**config.mk**
```make
export PLATFORM = sky130hd
export DESIGN_NAME = pipeline_ctrl_flat
export DESIGN_NICKNAME = d
export VERILOG_FILES = /design/src/rtl/pipeline_ctrl_if.sv /design/src/rtl/pipeline_ctrl.sv /design/src/flat_wrapper.sv
export SDC_FILE = /design/constraint.sdc
export NUM_CORES = 1
export LEC_CHECK = 0
export CAP_MARGIN = 5
export CORE_MARGIN = 1
export CORE_UTILIZATION = 25
export DETAILED_ROUTE_END_ITERATION = 10
export PLACE_DENSITY_LB_ADDON = 0.08
export SYNTH_ARGS = -nofsm -noshare
export SYNTH_HDL_FRONTEND = slang
export SYNTH_SLANG_ARGS = --single-unit
```
**constraint.sdc**
```tcl
create_clock -name clk -period 1.9 [get_ports clk]
set_input_delay 0.285 -clock clk [delete_from_list [all_inputs] [get_ports clk]]
set_output_delay 0.285 -clock clk [all_outputs]
set_load 0.005 [all_outputs]
```
**src/rtl/pipeline_ctrl_if.sv**
```systemverilog
// Signal bundle between pipeline stages and the pipeline controller.
// The controller (slave) consumes stall requests and exception info and returns hold/flush/redirect.
interface pipeline_ctrl_if;
  logic        stallreq_if;
  logic        stallreq_id;
  logic        stallreq_ex;
  logic        stallreq_mem;
  // mc_start is a single-cycle request: it is accepted only when the controller is idle and
  // no exception is present in the same cycle; otherwise it is dropped and must be reissued.
  logic        mc_start;
  logic [5:0]  mc_cycles;
  logic [31:0] exceptionType_i;
  logic [31:0] cp0_epc_i;
  logic [5:0]  stall;
  logic        flush;
  logic [31:0] new_pc;
  logic        mc_busy;
  logic        mc_done;
  logic [1:0]  state_dbg;

  modport slave (
    input  stallreq_if, stallreq_id, stallreq_ex, stallreq_mem,
    input  mc_start, mc_cycles, exceptionType_i, cp0_epc_i,
    output stall, flush, new_pc, mc_busy, mc_done, state_dbg
  );

  modport master (
    output stallreq_if, stallreq_id, stallreq_ex, stallreq_mem,
    output mc_start, mc_cycles, exceptionType_i, cp0_epc_i,
    input  stall, flush, new_pc, mc_busy, mc_done, state_dbg
  );
endinterface

```
**src/rtl/pipeline_ctrl.sv**
```systemverilog
// Pipeline hazard controller: prioritised stage stalls, multi-cycle EX sequencing
// and exception flush/redirect with a one-cycle recovery state.
module pipeline_ctrl (
  input  logic            clk,
  input  logic            rst,
  pipeline_ctrl_if.slave  bus
);

  localparam logic [1:0] S_IDLE       = 2'd0;
  localparam logic [1:0] S_MC_RUN     = 2'd1;
  localparam logic [1:0] S_FLUSH_WAIT = 2'd2;

  logic [1:0] state_q, state_d;
  logic [5:0] cnt_q, cnt_d;
  logic       exc_present;
  logic       cnt_nz;
  logic       flush_c;
  logic       mc_stall;
  logic [5:0] n_eff;

  always_comb begin
    exc_present = |bus.exceptionType_i;
    cnt_nz      = |cnt_q;
    flush_c     = !rst && exc_present && (state_q != S_FLUSH_WAIT);
    mc_stall    = ((state_q == S_IDLE) && bus.mc_start) ||
                  ((state_q == S_MC_RUN) && cnt_nz);
    n_eff       = (bus.mc_cycles == 6'd0) ? 6'd1 : bus.mc_cycles;
  end

  // An exception zeroes stall so the flush reaches every stage, including the ones it would hold.
  always_comb begin
    bus.stall = 6'b000000;
    if (rst || (state_q == S_FLUSH_WAIT) || exc_present)
      bus.stall = 6'b000000;
    else if (bus.stallreq_mem)
      bus.stall = 6'b011111;
    else if (bus.stallreq_ex || mc_stall)
      bus.stall = 6'b001111;
    else if (bus.stallreq_id)
      bus.stall = 6'b000111;
    else if (bus.stallreq_if)
      bus.stall = 6'b000011;
  end

  always_comb begin
    bus.flush  = flush_c;
    bus.new_pc = 32'h0;
    if (flush_c)
      bus.new_pc = (bus.exceptionType_i == 32'h0000000e) ? bus.cp0_epc_i : 32'hBFC00380;
    bus.mc_busy   = !rst && (state_q == S_MC_RUN) && cnt_nz;
    bus.mc_done   = !rst && (state_q == S_MC_RUN) && !cnt_nz && !flush_c;
    bus.state_dbg = state_q;
  end

  always_comb begin
    state_d = state_q;
    cnt_d   = cnt_q;
    if (flush_c) begin
      state_d = S_FLUSH_WAIT;
      cnt_d   = 6'd0;
    end else begin
      case (state_q)
        S_IDLE: begin
          if (bus.mc_start) begin
            state_d = S_MC_RUN;
            cnt_d   = n_eff - 6'd1;
          end
        end
        S_MC_RUN: begin
          if (cnt_nz) cnt_d = cnt_q - 6'd1;
          else        state_d = S_IDLE;
        end
        S_FLUSH_WAIT: begin
          state_d = S_IDLE;
          cnt_d   = 6'd0;
        end
        default: begin
          state_d = S_IDLE;
          cnt_d   = 6'd0;
        end
      endcase
    end
  end

  always_ff @(posedge clk or posedge rst) begin
    if (rst) begin
      state_q <= S_IDLE;
      cnt_q   <= 6'd0;
    end else begin
      state_q <= state_d;
      cnt_q   <= cnt_d;
    end
  end

endmodule

```
**src/flat_wrapper.sv**
```systemverilog
// flat-port wrapper written by rule: the top's interface ports become plain ports
module pipeline_ctrl_flat 
  (clk, rst, bus_stallreq_if, bus_stallreq_id, bus_stallreq_ex, bus_stallreq_mem, bus_mc_start, bus_mc_cycles, bus_exceptionType_i, bus_cp0_epc_i, bus_stall, bus_flush, bus_new_pc, bus_mc_busy, bus_mc_done, bus_state_dbg);
  pipeline_ctrl_if bus_i ();
  input  logic clk;
  input  logic rst;
  input wire logic [$bits(bus_i.stallreq_if)-1:0] bus_stallreq_if;
  input wire logic [$bits(bus_i.stallreq_id)-1:0] bus_stallreq_id;
  input wire logic [$bits(bus_i.stallreq_ex)-1:0] bus_stallreq_ex;
  input wire logic [$bits(bus_i.stallreq_mem)-1:0] bus_stallreq_mem;
  input wire logic [$bits(bus_i.mc_start)-1:0] bus_mc_start;
  input wire logic [$bits(bus_i.mc_cycles)-1:0] bus_mc_cycles;
  input wire logic [$bits(bus_i.exceptionType_i)-1:0] bus_exceptionType_i;
  input wire logic [$bits(bus_i.cp0_epc_i)-1:0] bus_cp0_epc_i;
  output wire logic [$bits(bus_i.stall)-1:0] bus_stall;
  output wire logic [$bits(bus_i.flush)-1:0] bus_flush;
  output wire logic [$bits(bus_i.new_pc)-1:0] bus_new_pc;
  output wire logic [$bits(bus_i.mc_busy)-1:0] bus_mc_busy;
  output wire logic [$bits(bus_i.mc_done)-1:0] bus_mc_done;
  output wire logic [$bits(bus_i.state_dbg)-1:0] bus_state_dbg;
  assign bus_i.stallreq_if = bus_stallreq_if;
  assign bus_i.stallreq_id = bus_stallreq_id;
  assign bus_i.stallreq_ex = bus_stallreq_ex;
  assign bus_i.stallreq_mem = bus_stallreq_mem;
  assign bus_i.mc_start = bus_mc_start;
  assign bus_i.mc_cycles = bus_mc_cycles;
  assign bus_i.exceptionType_i = bus_exceptionType_i;
  assign bus_i.cp0_epc_i = bus_cp0_epc_i;
  assign bus_stall = bus_i.stall;
  assign bus_flush = bus_i.flush;
  assign bus_new_pc = bus_i.new_pc;
  assign bus_mc_busy = bus_i.mc_busy;
  assign bus_mc_done = bus_i.mc_done;
  assign bus_state_dbg = bus_i.state_dbg;
  pipeline_ctrl u_core (.clk(clk), .rst(rst), .bus(bus_i));
endmodule
```
==> results of run 1 <==
worst max-delay path, stage by stage:
cell,delay [ns]
clkdlybuf4s50_1,0.45
a21o_1,0.22
nor4_4,0.32
buf_4,0.18
buf_6,0.10
buf_6,0.09
and2_4,0.14
buf_6,0.09
cells in the final DEF, fill, tap and decap left out, drive strengths merged, types with 2 or more instances in the layout:
| cell | instances |
|---|---|
| buf | 119 |
| clkdlybuf4s50 | 46 |
| and2 | 24 |
| inv | 17 |
| a21oi | 16 |
| nor4 | 9 |
| clkdlybuf4s15 | 8 |
| dfrtp | 8 |
| nor3 | 7 |
| nor2 | 6 |
| dlygate4sd2 | 6 |
| o21ai | 6 |
| nand2 | 4 |
| or4 | 4 |
| nand4 | 3 |
| clkbuf | 3 |
| o22a | 2 |
| o211ai | 2 |
| a31oi | 2 |
| nand3 | 2 |
| o22ai | 2 |
| o31ai | 2 |
| or3 | 2 |
repair_timing:
action,in CTS,in global routing
setup endpoints to repair,47,40
gates cloned,5,0
pin swaps,36,16
setup buffers,31,4
hold endpoints to repair,0,0
resized for setup,287,40
state kept, by name, summed over array words and instances, names as in the netlist:
register              flops
u_core.cnt_q              6
u_core.bus.state_dbg      2
kinds of logic (layout without fill, tap and decap cells):
family | after synthesis | in the layout | synth area share, %
and+or+nand+nor | 68 | 68 | 39.2
AOI/OAI and AO/OA | 41 | 41 | 28.5
buffers and inverters | 25 | 199 | 11.1
DFF | 8 | 8 | 18.8
muxes | 2 | 2 | 2.00
other | 1 | 1 | 0.352
final timing paths:
kind	from	end	slack, ns	cells past startpoint
max	rst	bus_new_pc[18]	-0.26	8
min	u_core.cnt_q[3]$_DFFE_PP0P_	u_core.cnt_q[3]$_DFFE_PP0P_	0.55	2
max reg2reg	u_core.bus.state_dbg[1]$_DFFE_PP0P_	u_core.cnt_q[2]$_DFFE_PP0P_	0.11	4
min reg2reg	u_core.cnt_q[3]$_DFFE_PP0P_	u_core.cnt_q[3]$_DFFE_PP0P_	0.55	2
max in group asynchronous	rst	u_core.bus.state_dbg[0]$_DFFE_PP0P_	1.21	4
min in group asynchronous	rst	u_core.cnt_q[4]$_DFFE_PP0P_	0.56	4
per-stage QoR:
step | hold slack (ns) | cells | cell area (um^2)
finish | 0.553 | 369 | 2890
global placement | 0.541 | 333 | 2500
detailed placement | 0.542 | 333 | 2500
floorplan | 0.114 | 145 | 1080
global route | 0.577 | 369 | 2890
CTS | 0.551 | 371 | 2780
report_power, final:
group | switching [uW] | internal, uW
clock | 61.2 | 137
sequential | 8.09 | 184
combinational | 198 | 317
layout make-up:
| class | instances | area, um^2 |
|---|---|---|
| Multi-Input combinational cell | 112 | 953 |
| Clock buffer | 3 | 41.3 |
| Timing Repair Buffer | 179 | 1570 |
| Tap cell | 50 | 62.6 |
| Fill cell | 313 | 1160 |
| Inverter | 17 | 63.8 |
| Sequential cell | 8 | 200 |
per-layer routing:
| layer | share of wire [%] | track usage [%] |
|---|---|---|
| met2 | 54 | 43.6 |
| met3 | 8.3 | 4.90 |
| met4 | 0.27 | 0.798 |
| met1 | 37 | 23.8 |
| met5 | 0 | 0 |
==> impl_results.md, run 1 <==
* Status: finished with violations
* Failing checks: negative setup slack
* Worst slew margin at about two thirds
* Pins Over Slew Limit at 0
* Final core occ at between 70% and 80%
* Synth top area share at between 10% and 20%
* Final Power at between 900 and 1000 uW
* Routability-driven placement congestion ratio at 0.816
* Crit path kind: input port to output port
* EDFF count, synth at 0
* Largest fanout on the critical path at 3
* DR iter-0 viols at 17
* DP Wirelength at roughly 3700 um
* Yosys reg bits at 8
* Final wirelength at just over 5000 um
* CTS H-Tree Depth at 1
* IO buf count at roughly 120
* Row cnt at 23
* Mapped Area at 1070 um^2
* Synth Instances at approximately 150
* Worst-path clk slew at ~0.040 ns
* WP data required at approximately 1.6 ns
* Layout Nets at about 400
* Syn avg cell area at between 7 and 8 um^2
* Root Driver: clkbuf_8
* Number of buffers created by CTS at 3
* Max_cap viols at 0
* CP arrival at between 1.5 and 2 ns
* Power per cell area at 313 nW/um^2
* Largest net degree at the start of global routing at 10
* Ant diodes at 0
* Worst-Skew Late Latency at 0.22 ns
* Routed length per instance at 14.1 um
* First-pass GRT wire length at 7640 um
* Initial antenna violation count at 0
* Setup ws final at -0.264 ns
* Setup TNS Final at -6.84 ns
* Pleak at 0.00139 uW
* Main synth FF type: dfrtp_1
* Clock sink count at 8
* DR vias at about 1700
* Die width at around 67 um
* F_max at about 0.46 GHz
* Clock skew at 0.00263 ns
* Synth unique cells at 48
* Synth cell count leaders: 24 x and2_1, 15 x inv_1, 9 x nor4_1
* RSZ-0062 raised after global routing: true
* Grt total ovfl at 0
* Initial core utilization at a little over a quarter
* Worst slack, placed at -0.869 ns
* All-layer global routing usage at a little over a fifth
* Yosys top cell by area: dfrtp_1
* Ys async rst share at 100%
* Worst Tran Pin Value at roughly 0.50 ns
* Synthesized Nets at around 220
* Share of cells above drive strength 1 at approximately 55%
* Register area share after synthesis at 18.8%
* Max VDD drop at 0.495 mV
* Die H at roughly 67 um
* Synth Warn # at 0
* Residual DRC at 0
* Final hold vios at 0
* Final Cycle Share at 114%
* Setup crit end kind: output port
* Max clock buf depth at 2
* Area Overhead vs Synth at 171%
* First-pass detailed-route iteration total at 3
* IO Count at 120
* Post-route minimum period at 2.16 ns
* Number of hold buffers added after cts at 0
* Final setup violation count at 39
* Area of the core at 4060 um^2
* Remaining antenna violation count at 0
* CTS tree: done
* Type of the tightest min-delay check: flip-flop to flip-flop
* CP Launch Type: input port
* Die area at roughly 4500 um^2
* Most common cell in the synthesized netlist: and2_1
* Via density at 4.74
* Largest cells by area after synthesis: dfrtp_1 19%, and2_1 14%, a21oi_2 6.6%, inv_1 5.3%, nor4_1 5.3%
* Vias in the first global route at about 1700
(Power assumes the default switching activity.)
==> run 2: changes to the inputs <==
CORE_MARGIN = 10   (was 1)
CORE_UTILIZATION = 30   (was 25)
clock period = 2.6 ns   (was 1.9 ns; I/O delays follow)
==> impl_results.md, run 2 (synthesis results as in run 1) <==
* Max_cap viols at 0
* Root Driver: clkbuf_4
* Final wirelength at 5940 um
* Routed length per instance at around 18 um
* Routability-driven placement congestion ratio at between 0.8 and 0.9
* CTS H-Tree Depth at 1
* Grt total ovfl at 0
* Row cnt at 21
* Remaining antenna violation count at 0
* Crit-path most repeated cell: dlygate4sd2_1
* Met1 usage at between 15 and 20%
* DR iter-0 viols at 34
* Post-route minimum period at around 2.5 ns
* Power per cell area at 207 nW/um^2
* Setup TNS Final at 0 ns
* F_max at between 0.3 and 0.4 GHz
* IO Count at between 100 and 150
* Share of cells above drive strength 1 at about 29%
* Commonest non-fill, non-tap cells in the layout: 51 x clkdlybuf4s50_1, 35 x dlygate4sd2_1, 19 x and2_1
* Die width at between 70 and 80 um
* Pleak at 0.00126 uW
* Final hold vios at 0
* Most common cell after layout, fill and taps aside: clkdlybuf4s50_1
* Initial core utilization at a little under a third
* CP peak stage delay at 0.33 ns
* Worst Setup SP: bus_exceptionType_i[12]
* Area of the core at around 3400 um^2
* Largest net degree at the start of global routing at 15
* Pins Over Slew Limit at 0
* Final Cycle Share at between 90% and 100%
* Clock skew at around 0.00063 ns
* CP endpoint: bus_new_pc[10]
* Final Non-Filler Cells at 330
* Crit path kind: input port to output port
* DR vias at between 1500 and 2000
* Die H at ~80 um
* First-pass GRT wire length at 8390 um
* Final core occ at roughly three quarters
* R2r worst-path depth at 3
* Number of placed instances, taps included at approximately 310
* Design Area, Final at approximately 2500 um^2
* All-layer global routing usage at about 16%
* Worst-path clk slew at about 0.050 ns
* Reg-to-Reg Start: u_core.bus.state_dbg[1]$_DFFE_PP0P_
* CP arrival at about 2.1 ns
* Residual DRC at 0
* WP data required at around 2.2 ns
* GR peak layer: met2
* Layout Nets at 363
* Max clock buf depth at 2
* Final setup violation count at 0
* Area post-placement at ~2400 um^2
* Vias in the first global route at about 1500
* Type of the tightest min-delay check: input port to asynchronous set/reset pin
* Ant diodes at 0
* Reg with most FFs: u_core.cnt_q
* Largest register FFs at 6
* Worst path slowest cell: nor4_4
* Clock sink count at 8
* R2r setup slk at 0.88 ns
* Via density at between 4 and 5
* Setup crit end kind: output port
* Number of buffers created by CTS at 3
* CTS tree: done
* DP Wirelength at slightly below 5000 um
* CP cell instances: dlygate4sd2_1 -> nor4_2 -> nand4_1 -> buf_6 -> nor4_4 -> buf_4 -> and2_1 -> dlygate4sd2_1
* First-pass detailed-route iteration total at 4
* Met3 Usage GRT at 4.95%
* Reg2Reg Capture Point: u_core.cnt_q[2]$_DFFE_PP0P_
* Area Overhead vs Synth at 135%
* Number of hold buffers added after cts at 0
* Worst-Skew Late Latency at about 0.25 ns
* Global Route met2 Usage at around 30%
* IO buf count at ~120
* Die area at 6340 um^2
* Largest fanout on the critical path at 5
* Max VDD drop at ~0.22 mV
* Status: finished, final reports clean
* CP Launch Type: input port
* Initial antenna violation count at 0
[run 2: cell count changes in the layout (fill, tap and decap cells not counted), moves of 4 or more]
cell,before,now
dlymetal6s2s_1,0,8
dlygate4sd2_1,6,35
buf_2,35,14
buf_6,44,12
a21oi_1,4,8
buf_4,39,17
a21oi_2,12,8
clkdlybuf4s50_1,46,51
and2_4,17,5
and2_1,7,19
[run 2: metal layers]
metal	vias up	routed length, um
li1	804	-
met5	-	0
met1	705	2390
met2	72	2990
met4	0	72
met3	6	486
[run 2: through the flow]
stage	power (uW)	hold slack [ns]	worst slack, ns
2_1_floorplan	249	0.219	0.548
3_3_place_gp	442	0.538	-0.446
3_5_place_dp	445	0.546	-0.386
4_1_cts	523	0.520	0.000379
5_1_grt	556	0.557	-0.0312
6_report	520	0.526	0.0651
[run 2: how the worst min path moves through the flow]
stage / from / to / slack (ns) / depth (start not counted)
after global routing: rst / u_core.bus.state_dbg[0]$_DFFE_PP0P_ / 0.56 / 3
final: rst / u_core.cnt_q[4]$_DFFE_PP0P_ / 0.53 / 3
after global placement: u_core.cnt_q[3]$_DFFE_PP0P_ / u_core.cnt_q[3]$_DFFE_PP0P_ / 0.54 / 2
after CTS: rst / u_core.bus.state_dbg[0]$_DFFE_PP0P_ / 0.52 / 3
after floorplan: rst / u_core.bus.state_dbg[0]$_DFFE_PP0P_ / 0.22 / 1
after detailed placement: u_core.cnt_q[3]$_DFFE_PP0P_ / u_core.cnt_q[3]$_DFFE_PP0P_ / 0.55 / 2
[run 2: critical path: cells and delay by family]
kind	cells	cell delay [ns]
buf+inv	4	0.86
simple gates	4	0.90
[run 2: layout make-up]
type,count,area (um^2)
clock buffers,3,22.5
fillers,276,881
multi-input cells,112,840
repair buffers,144,1330
well taps,46,57.6
inverters,17,63.8
flip-flops and latches,8,200
[run 2: report_power, final]
| group | internal [uW] | switching (uW) | total (uW) |
|---|---|---|---|
| logic | 172 | 110 | 282 |
| registers | 134 | 11.1 | 145 |
| clock network | 52.7 | 40.3 | 93.0 |
[run 2: timing repair]
| item | in CTS | in global routing |
|---|---|---|
| pin swaps | 14 | 10 |
| setup endpoints to repair | 39 | 29 |
| gates resized for setup | 134 | 28 |
| gates cloned | 3 | 0 |
| setup buffers | 14 | 0 |
==> run 3: changes to the inputs <==
CAP_MARGIN = 20   (was 5)
SKIP_CTS_REPAIR_TIMING = 1   (was default)
==> impl_results.md, run 3 (synthesis results as in run 1) <==
* Post-route minimum period at approximately 2.6 ns
* Status: finished with violations
* F_max at 0.380 GHz
* CTS H-Tree Depth at 1
* CP cell instances: dlymetal6s2s_1 -> nor4_1 -> nand4_1 -> buf_6 -> nor4_4 -> buf_4 -> buf_2 -> buf_4 -> and2_1 -> dlymetal6s2s_1
* All-layer global routing usage at 15.3%
* Reg-to-Reg Start: u_core.bus.state_dbg[1]$_DFFE_PP0P_
* Setup crit end kind: output port
* Max VDD drop at approximately 0.23 mV
* R2r worst-path depth at 3
* Largest register FFs at 6
* Initial core utilization at a little under a third
* Final Power at roughly 550 uW
* Final Cycle Share at 101%
* Number of buffers created by CTS at 3
* Routability-driven placement congestion ratio at 0.864
* Largest net degree at the start of global routing at 21
* Worst slack, placed at -0.386 ns
* Die area at between 6000 and 7000 um^2
* Seq pwr share at between 20% and 30%
* Filler cells at 191
* Final hold vios at 0
* Register area at roughly 200 um^2
* Power per cell area at 198 nW/um^2
* CP peak stage delay at 0.34 ns
* Combinational share of power at 56.7%
* DR vias at 1680
* Largest fanout on the critical path at 5
* Area of the multi-input gates at 843 um^2
* Failing checks: negative setup slack
* Final setup violation count at 4
* CP Launch Type: input port
* Worst Hold Launch: u_core.cnt_q[3]$_DFFE_PP0P_
* Max_cap viols at 0
* CTS tree: done
* Clock sink count at 8
* Pins Over Slew Limit at 0
* Die H at around 80 um
* Sw Ratio at 30.9%
* Grt total ovfl at 0
* Crit path kind: input port to output port
* Worst Setup SP: bus_exceptionType_i[19]
* First-pass detailed-route iteration total at 4
* Worst-path clk slew at around 0.05 ns
* Initial antenna violation count at 0
* Via density at just over 5
* DP Wirelength at around 4800 um
* Row cnt at 21
* Reg with most FFs: u_core.cnt_q
* Die width at ~80 um
* Root Driver: clkbuf_4
* Residual DRC at 0
* Hold Path Depth at 2
* P_sw at around 170 uW
* Area of the core at between 3000 and 4000 um^2
* Internal at around 380 uW
* Final wirelength at 7020 um
* Worst-Skew Late Latency at approximately 0.25 ns
* Clock Power Share at between 15 and 20%
* Share of cells above drive strength 1 at a little under a quarter
* IO Count at 120
* Type of the tightest min-delay check: flip-flop to flip-flop
* Clock skew at between 0.001 and 0.0015 ns
* Pleak at 0.00196 uW
* Remaining antenna violation count at 0
* WP data required at 2.21 ns
* Worst path slowest cell: nor4_1
* IO buf count at 118
* Routed length per instance at roughly 21 um
* Commonest non-fill, non-tap cells in the layout: 66 x dlymetal6s2s_1, 49 x clkdlybuf4s50_1, 22 x and2_1
* Ant diodes at 0
* Setup ws final at -0.0330 ns
* CP arrival at 2.24 ns
* Area Overhead vs Synth at 162%
* Most common cell after layout, fill and taps aside: dlymetal6s2s_1
* Max clock buf depth at 2
* First-pass GRT wire length at approximately 7800 um
* DR iter-0 viols at 43
* Layout Nets at between 300 and 400
* Vias in the first global route at roughly 1400
==> run 3: stage by stage <==
stage	hold slack [ns]	instance area, um^2	setup TNS (ns)	std cells	util (%)
3_5_place_dp	0.546	2370	-13.25	314	70.0
3_3_place_gp	0.538	2370	-13.62	314	70.0
2_1_floorplan	0.219	1070	0	145	-
6_report	0.556	2790	-0.0684	334	82.4
5_1_grt	0.569	2790	-1.20	334	82.4
4_1_cts	0.520	2390	-13.80	317	70.6
==> run 3: cell type report <==
| cell class | instances | share of cell area [%] |
|---|---|---|
| Inverter | 17 | 2.28 |
| Timing Repair Buffer | 148 | 57.5 |
| Clock buffer | 3 | 0.806 |
| Sequential cell | 8 | 7.17 |
| Multi-Input combinational cell | 112 | 30.2 |
| Tap cell | 46 | 2.06 |
==> run 3: final timing paths <==
| check | endpoint | slack [ns] |
|---|---|---|
| setup reg to reg | u_core.cnt_q[2]$_DFFE_PP0P_ | 0.84 |
| min in group asynchronous | u_core.cnt_q[4]$_DFFE_PP0P_ | 0.57 |
| hold reg to reg | u_core.cnt_q[3]$_DFFE_PP0P_ | 0.56 |
| max in group asynchronous | u_core.cnt_q[1]$_DFFE_PP0P_ | 1.90 |
| hold / removal | u_core.cnt_q[3]$_DFFE_PP0P_ | 0.56 |
| setup / recovery | bus_new_pc[18] | -0.03 |
==> run 3: layer usage <==
metal  GRT usage [%]  vias up  part of all wire, %
met5               0        -                    0
met4            3.05        0                 0.44
met3            4.17        4                  6.6
met2            27.2       70                   54
met1            17.7      795                   39
li1                -      811                    -
==> run 3: critical path, delay by kind of cell <==
| family | cells | cell delay, ns |
|---|---|---|
| buffers and inverters | 6 | 0.85 |
| and+or+nand+nor | 4 | 1.01 |
==> run 3: power groups by stage <==
stage / clock network [uW] / registers (uW) / logic [uW]
2_1_floorplan: 0 / 144 / 105
3_3_place_gp: 0 / 147 / 295
3_5_place_dp: 0 / 147 / 298
4_1_cts: 96.2 / 145 / 299
5_1_grt: 103 / 147 / 336
6_report: 94.1 / 145 / 313
==> patch (config.mk and constraints of run 2) <==
Make the reset (`rst`) synchronous in one clocked block.
--- a/src/rtl/pipeline_ctrl.sv
+++ b/src/rtl/pipeline_ctrl.sv
@@ -82,7 +82,7 @@
     end
   end
 
-  always_ff @(posedge clk or posedge rst) begin
+  always_ff @(posedge clk) begin
     if (rst) begin
       state_q <= S_IDLE;
       cnt_q   <= 6'd0;
Behaviour: differs if rst is asserted again (counterexample within 4 cycles, from zero or initial values and one cycle with rst high); with rst held inactive, the same outputs for 10 cycles.
==> patch against run 2 <==
- the run now ends with negative setup slack left
- hold slack worse by 48 ps
- worst setup slack worse by 100 ps
- critical path type unchanged
- final cell count is 1.2% lower
- cell area is 5.7% lower
- area after synthesis is 9.5% lower
- largest power group unchanged
- fmax is 3.8% lower
- total power is 16% lower
- non-clock buffer count is 3 lower
- critical path depth is 1 higher
- wire length is 1.3% higher
- sequential cell count stayed put
- sequential power is 13% lower
- count of clock-buffer cells in the layout stayed put
==> patch: results (changes against run 2) <==
Run status
  – Outcome: complete, but fails checks
  – Failing checks: negative setup slack

Worst setup path
  – Reg2reg path depth: 4 (+1)
  – Critical-path maximum fanout: 2 (-3)
  – Slowest cell on the critical path: clkdlybuf4s50_1
  – WP data arrival: 2250 ps (+110 ps)
  – Worst stage delay on the critical path: 410 ps (+80 ps)
  – Delay-heaviest family, CP: buffers and inverters

Final layout
  – Fill cells: 237 (-14%)
  – Fin nets: 361 (-0.55%)
  – Layout cells sized above 1: 25.5% (-3.0 points)

Routing
  – Average wire per cell in the routed design: 18.5 um (+2.6%)
  – Via density per instance: 4.90 (+1.8%)
  – Drt initial violations: 80 (+140%)
  – DRT Wirelength: 6020 um (+1.3%)

Hold path
  – Hold WC Path Type: reg -> reg

STA
  – Final WS setup: -36.3 ps (-101 ps)
  – Setup violations, final: 15 (+15)
  – Final Skew: 2.12 ps (+1.49 ps)

Synthesis
  – Syn Area/Cell: 6.47 sq um (-12%)
  – Synth Net Count: 226 (+1.8%)
  – Top post-synthesis cells by count: and3_1 (22), a21oi_1 (20), inv_1 (17)
  – Synth async-reset ratio: 0% (-100 points)
  – Synth cell types: 37 (-23%)
  – Post-synthesis mux area share: 0% (-2.0 points)
  – Synth area leaders: dfxtp_1 (17%), and3_1 (14%), a21oi_1 (10%)

GRT
  – GRT Total Usage: 17.6% (+1.2 points)
  – Pin count of the biggest net entering global routing: 23 (+8)

Clock network
  – # resized after CTS: 55 (-59%)
  – Post-CTS Repair Setup Buffers: 1 (-13)

Placement
  – Post-DP Area: 2230 sq um (-6.0%)
  – Post-place setup slack: -361 ps (+25.2 ps)

Pwr
  – P_leak: 1.32 nW (+4.6%)
  – Max IR drop VDD: 0.194 mV (-12%)
  – Sw frac: 27.7% (-3.3 points)
-- patch: cell count changes after synthesis, sizes merged, moves of 2 or more --
cell and delta:
a21oi +4, and2 -22, and3 +22, clkbuf +3, dfrtp -8, dfxtp +8
nand2 +6, nand3 +2, nor2 +3, o22a -2, or3 +2, or4 -3
-- patch: metal layers --
layer / wire (um) / GRT usage, %
met1: 2260 / 18.8
met5: 0 / 0
met3: 514 / 6.41
met4: 123 / 2.60
met2: 3130 / 32.5
-- patch: path summary, 6_finish.rpt --
kind / start / to / slack, ps
worst min register to register: u_core.cnt_q[2] / u_core.cnt_q[2] / 480
worst min-delay path: u_core.cnt_q[2] / u_core.cnt_q[2] / 480
worst max register to register: u_core.cnt_q[0] / u_core.cnt_q[1] / 980
worst max-delay path: bus_exceptionType_i[23] / bus_stall[4] / -40
-- patch: through the flow --
stage / hold WS, ps / TNS (ps)
after floorplan: 449 / 0
final: 478 / -260
after global routing: 503 / -1870
after CTS: 476 / -724
after global placement: 459 / -9070
after detailed placement: 468 / -12070
-- patch: power by group through the flow --
stage                     Sequential (mW)  Combinational (mW)  Clock, mW
after floorplan                     0.128              0.0465          0
after global placement              0.128               0.208          0
after detailed placement            0.128               0.210          0
after CTS                           0.126               0.209      0.106
after global routing                0.126               0.225      0.110
final                               0.126               0.208      0.103
-- patch: area by class of cell --
cell class / count / area (sq um) / area share, %
Multi-Input combinational cell: 113 / 743 / 31.4
Sequential cell: 8 / 160 / 6.77
Clock buffer: 3 / 22.5 / 0.952
Tap cell: 44 / 55.1 / 2.33
Inverter: 17 / 63.8 / 2.70
Timing Repair Buffer: 141 / 1320 / 55.8
-- patch: tightest hold or removal path: stages, from the launching register on --
cell     delay (ps)
dfxtp_1         320
nand2_1          60
a21oi_1          50
